==> src/rtl/sram_arbiter.sv <==
// +-----------------------------------------------------------------------------+
// | Module  : sram_arbiter                                                      |
// | Brief   : Two-master arbiter onto one 1-cycle-latency SRAM-style slave.     |
// |           Optional macro SRAM_ARBITER_RR_EN selects round-robin contention  |
// |           (default: fixed priority, m0 wins).                               |
// | Revision: 1.0                                                               |
// +-----------------------------------------------------------------------------+
`default_nettype none

module sram_arbiter #(
   parameter int LEN_ADDR = 64,
   parameter int LEN_DATA = 64
) (
   input  logic                  clk,
   input  logic                  rst,

   input  logic                  m0_ena,
   input  logic [LEN_ADDR-1:0]   m0_addra,
   input  logic [LEN_DATA-1:0]   m0_dina,
   input  logic [LEN_DATA/8-1:0] m0_wea,
   output logic                  m0_gnt,
   output logic [LEN_DATA-1:0]   m0_douta,
   output logic                  m0_rvalid,

   input  logic                  m1_ena,
   input  logic [LEN_ADDR-1:0]   m1_addra,
   input  logic [LEN_DATA-1:0]   m1_dina,
   input  logic [LEN_DATA/8-1:0] m1_wea,
   output logic                  m1_gnt,
   output logic [LEN_DATA-1:0]   m1_douta,
   output logic                  m1_rvalid,

   output logic [LEN_ADDR-1:0]   s_addra,
   output logic [LEN_DATA-1:0]   s_dina,
   input  logic [LEN_DATA-1:0]   s_douta,
   output logic                  s_ena,
   output logic [LEN_DATA/8-1:0] s_wea
);

`ifdef SRAM_ARBITER_RR_EN
   localparam bit c_rr_en = 1'b1;
`else
   localparam bit c_rr_en = 1'b0;
`endif

   logic last_q, last_d;
   logic rsel_q, rsel_d;
   logic rvalid_q, rvalid_d;

   logic w_gnt0;
   logic w_gnt1;
   logic w_contend_pick1;

   // On contention, round-robin favours the master that was not granted last.
   assign w_contend_pick1 = c_rr_en ? ~last_q : 1'b0;

   always_comb begin
      w_gnt0 = 1'b0;
      w_gnt1 = 1'b0;
      if (!rst) begin
         if (m0_ena && m1_ena) begin
            w_gnt1 = w_contend_pick1;
            w_gnt0 = ~w_contend_pick1;
         end else begin
            w_gnt0 = m0_ena;
            w_gnt1 = m1_ena;
         end
      end
   end

   assign m0_gnt = w_gnt0;
   assign m1_gnt = w_gnt1;

   always_comb begin
      s_ena   = w_gnt0 | w_gnt1;
      s_addra = '0;
      s_dina  = '0;
      s_wea   = '0;
      if (w_gnt0) begin
         s_addra = m0_addra;
         s_dina  = m0_dina;
         s_wea   = m0_wea;
      end else if (w_gnt1) begin
         s_addra = m1_addra;
         s_dina  = m1_dina;
         s_wea   = m1_wea;
      end
   end

   always_comb begin
      last_d   = last_q;
      rsel_d   = rsel_q;
      rvalid_d = 1'b0;
      if (w_gnt0 || w_gnt1) begin
         last_d   = w_gnt1;
         rsel_d   = w_gnt1;
         rvalid_d = 1'b1;
      end
   end

   always_ff @(posedge clk) begin
      if (rst) begin
         last_q   <= 1'b1;
         rsel_q   <= 1'b0;
         rvalid_q <= 1'b0;
      end else begin
         last_q   <= last_d;
         rsel_q   <= rsel_d;
         rvalid_q <= rvalid_d;
      end
   end

   // A response still in flight when reset rises is dropped.
   assign m0_rvalid = rvalid_q & ~rsel_q & ~rst;
   assign m1_rvalid = rvalid_q &  rsel_q & ~rst;
   assign m0_douta  = s_douta;
   assign m1_douta  = s_douta;

endmodule

`default_nettype wire

==> config.mk <==
export PLATFORM = sky130hd
export DESIGN_NAME = sram_arbiter
export DESIGN_NICKNAME = d
export VERILOG_FILES = /design/src/rtl/sram_arbiter.sv
export SDC_FILE = /design/constraint.sdc
export NUM_CORES = 1
export LEC_CHECK = 0
export CAP_MARGIN = 20
export CORE_AREA = 4 4 235 237
export CTS_CLUSTER_SIZE = 24
export DETAILED_ROUTE_END_ITERATION = 12
export DIE_AREA = 0 0 239 241
export MAX_ROUTING_LAYER = met4
export PLACE_DENSITY_LB_ADDON = 0.08
export SKIP_LAST_GASP = 1
export SLEW_MARGIN = 20
export SYNTH_ARGS = -nofsm -noshare
export SYNTH_HDL_FRONTEND = slang
export SYNTH_SLANG_ARGS = --single-unit
==> constraint.sdc <==
create_clock -name clk -period 1.6 [get_ports clk]
set_clock_uncertainty 0.05 [all_clocks]
set_input_delay 0.48 -clock clk [delete_from_list [all_inputs] [get_ports clk]]
set_output_delay 0.48 -clock clk [all_outputs]
set_load 0.005 [all_outputs]
# After elaboration in Yosys (flattened, before gate mapping)
# Cells that the tools add are included.
# totals
inputBits,340
register_bits,2
output_inout_bits,269
# classes
muxes,11
n_reduce_logical,2
n_bitwise,7
# op_table
operator,count
two-way mux 64 bit,4
two-way mux 8 bit,2
two-way mux 1 bit,5
AND 1 bit,4
inverter 1 bit,2
logical AND 1 bit,1
logical OR 1 bit,1
bitwise OR 1 bit,1

# Depth between registers and ports, before layout
# depth
depth_word,5
ltp_mapped,4
ltp_nobuf,2

# Worst setup path before layout
# Ideal clock, no wire load.
# synth_timing
path_kind,input port to output port
startpoint,input port m0_ena
endpoint,output port s_addra[23]
path_buffers,2
slack_ns,-0.062
cell_stages,4
required_ns,1.070
arrival_time_ns,1.132
cell_sequence,nor2b_2 buf_6 buf_2 a32o_2
# synth_between
elab_chain_cells,5
word_cells_on_any_way,7
cone_classes,6 x mux; 1 x reduce/logical
# synth_lines
element,line,rtl
start: declaration,17,"input logic m0_ena,"
logical AND 1 bit,61,if (m0_ena && m1_ena) begin
two-way mux 1 bit,61,
two-way mux 1 bit,60,if (!rst) begin
two-way mux 64 bit,83,end else if (w_gnt1) begin
two-way mux 64 bit *,79,if (w_gnt0) begin
end: declaration,33,"output logic [LEN_ADDR-1:0] s_addra,"
# Mark *: on every way between the ends. The rest lies on a longest branch, timed or not.

# Worst setup path in the final report
# layout_timing
startpoint,input port rst
endpoint,output port s_addra[19]
# layout_between
elab_chain_cells,3
word_cells_on_any_way,4
cone_classes,4 x mux
# layout_lines
element,line,rtl
start: declaration,15,"input logic rst,"
two-way mux 1 bit,60,
two-way mux 64 bit,83,
two-way mux 64 bit *,79,
# Marks and branches as above.

==> impl_metrics.toml <==
[placed_design]
hpwl_mm = 19.00
dpl_cell_area_sq_mm = 0.007047
place.gp.congestion = 0.8309
place_ws_ns = -1.363
portBuffers = 416
place_inst = 1295

[logic_synthesis]
synth.distinct_cells = 17
synth_fp_nets = 660
synth-warning-count = 0
synthCells = 320
ys_ff_latch = 2
syn_area_per_cell_sq_um = 9.122
netlist_area_sq_mm = 0.002919
synth_seq_area_share = 0.01372

[final_layout]
layout_commonest_cell = "clkdlybuf4s50_1"
design_area_sq_mm = 0.007810
mostFrequentLayoutCells = "clkdlybuf4s50_1 (272), a32o_2 (103), buf_6 (75), clkbuf_2 (69), a32o_1 (33)"
final_nets = 1015
drive_gt1_frac = 0.5290
fillers = 6046
instances_no_fill = 1370
area.growth.synth_to_final_pct = 167.6

[critical_path]
arrival_ns = 1.66
worst_setup_path_end_kind = "output pin"
r2r_slack_ns = 0.94
start_kind = "input port"
r2r_end = "rsel_q$_SDFFE_PP0P_"
crit_type = "in2out"
timing.rr.start = "rsel_q$_SDFFE_PP0P_"
cp_max_fo = 8
crit_required_ns = 1.07
ff2ff_path_depth = 1

[detailed_routing]
first_pass_iters = 4
wl_per_cell_um = 18.37
num_vias = 4260
viasPerCell = 3.109
drc_errors = 0
drt_iter0_markers = 52
wirelength_mm = 25.17
ant_nets = 0

[clocking]
cts_made_buffers = 3
tritoncts_num_sinks = 2
htreeDepth = 1
clk_pin_slew_ns = 0.03
cts_tree = "done"
clock-root-buffer = "clkbuf_16"
clockBufferDepth = 2
clk_latency_ns = 0.22

[pwr]
switchingPower_mw = 0.6883
p_per_area_mw_per_mm2 = 303.9
pwr-share-clk = 0.158
p_int_mw = 1.685
swShare = 0.2900
p_leak_nw = 3.595
peakVddDrop_uv = 232.0
p_seq_frac = 0.023
comb_power_share = 0.819

[floorplanning]
row_count = 85
die_height_um = 241
start_util = 0.05478
io_pins = 609
dieWidth_um = 239
design.core.area_sq_mm = 0.05328
dieArea_sq_mm = 0.05760

[run]
drv_cap = 0

[timing]
holdWs_ns = 0.4710
max_freq_mhz = 457.1
max_slew_margin = 0.7840
slew_violations = 0
setup_viol = 138
finalCritPeriodShare = 1.367
rsz0062_at_grt = "yes"
hold_viol = 0
finalSetupTns_ns = -63.89
worst_pin_slew_ns = 0.3241
min_period_ns = 2.188
timing.final.ws_setup_ns = -0.5875

[global_routing]
grt_max_degree = 49
grt_busiest_layer = "met2"
grt_pass1_vias = 4647
antenna_found_initial = 1
use_met2 = 0.1406
grt_remaining_overflow = 0
met3_usage = 0.03222
grt_usage = 0.07330
grt_pass1_wl_mm = 30.79
use_met1 = 0.06659

[run_status]
outcome = "finished with violations"
violations = "setup timing"

[min_path]
hold-path-cell-count = 1
hp-start = "rsel_q$_SDFFE_PP0P_"
min_to = "rsel_q$_SDFFE_PP0P_"
worstHoldPathType = "reg2reg"
[layer usage]
metal  routed length (um)  vias up  part of all wire
li1                     -     1918                 -
met1                 8461     1992              0.34
met2                13540      309              0.54
met3                 2738       41              0.11
met4                  421        0             0.017
met5                    0        -                 0
[cell type report]
type / count / area, sq um / share of cell area
Clock buffer: 3 / 75.07 / 0.009612
Timing Repair Buffer: 523 / 5254 / 0.6727
Tap cell: 696 / 870.8 / 0.1115
Multi-Input combinational cell: 145 / 1568 / 0.2007
Antenna cell: 1 / 2.502 / 0.0003204
Sequential cell: 2 / 40.04 / 0.005127
[worst max path at each step]
stage | startpoint | endpoint | slack (ns) | depth (start not counted)
floorplan | m1_ena | s_addra[0] | -0.04 | 3
global placement | m0_ena | s_addra[19] | -1.36 | 6
detailed placement | m0_ena | s_addra[19] | -1.36 | 6
CTS | m0_ena | s_addra[19] | -0.79 | 6
global route | rst | s_addra[16] | -0.63 | 9
finish | rst | s_addra[19] | -0.59 | 9
[registers in the layout, summed over array words and instances (netlist names)]
| signal | count |
|---|---|
| rsel_q | 1 |
| rvalid_q | 1 |
[synth_stat cells (all sizes together)]
master | number | share of area
o21a | 1 | 0.0026
buf | 163 | 0.44
dfxtp | 2 | 0.014
and2 | 1 | 0.0021
clkbuf | 10 | 0.013
a32o | 136 | 0.51
and3b | 1 | 0.0034
nor2b | 1 | 0.0030
nor3b | 1 | 0.0026
nor2 | 4 | 0.0077
[power groups by stage]
| stage | logic, mW | clock network [mW] | registers, mW |
|---|---|---|---|
| 2_1_floorplan | 0.750 | 0 | 0.0548 |
| 3_3_place_gp | 1.78 | 0 | 0.0552 |
| 3_5_place_dp | 1.77 | 0 | 0.0555 |
| 4_1_cts | 1.84 | 0.383 | 0.0548 |
| 5_1_grt | 2.07 | 0.393 | 0.0557 |
| 6_report | 1.94 | 0.375 | 0.0550 |
[kinds of logic (layout without fill, tap and decap cells)]
logic type | count (synthesis) | after routing | synth area share
and+or+nand+nor | 8 | 8 | 0.01886
DFF | 2 | 2 | 0.01372
other | 0 | 1 | 0
buffers and inverters | 173 | 526 | 0.4556
AOI/OAI and AO/OA | 137 | 137 | 0.5118
[worst max-delay path, stage by stage]
cell and delay (ns):
buf_8 0.09, nor2_4 0.04, buf_6 0.13, buf_12 0.13
buf_12 0.11, buf_6 0.11, buf_16 0.14, a32o_2 0.28
buf_2 0.13
[what timing repair did]
item	4_1_cts	5_1_grt
hold buffers	0	0
gates resized for setup	152	367
cloned	2	12
endpoints found under the setup margin	141	141
setup buffers	18	45
pin swaps	3	61
[stage by stage]
step	power, mW	utilization
6_report	2.373	0.1466
5_1_grt	2.522	0.1466
4_1_cts	2.278	0.1379
3_5_place_dp	1.827	0.1323
3_3_place_gp	1.838	0.1323
2_1_floorplan	0.8046	-
Power figures use the tool's default switching activity.
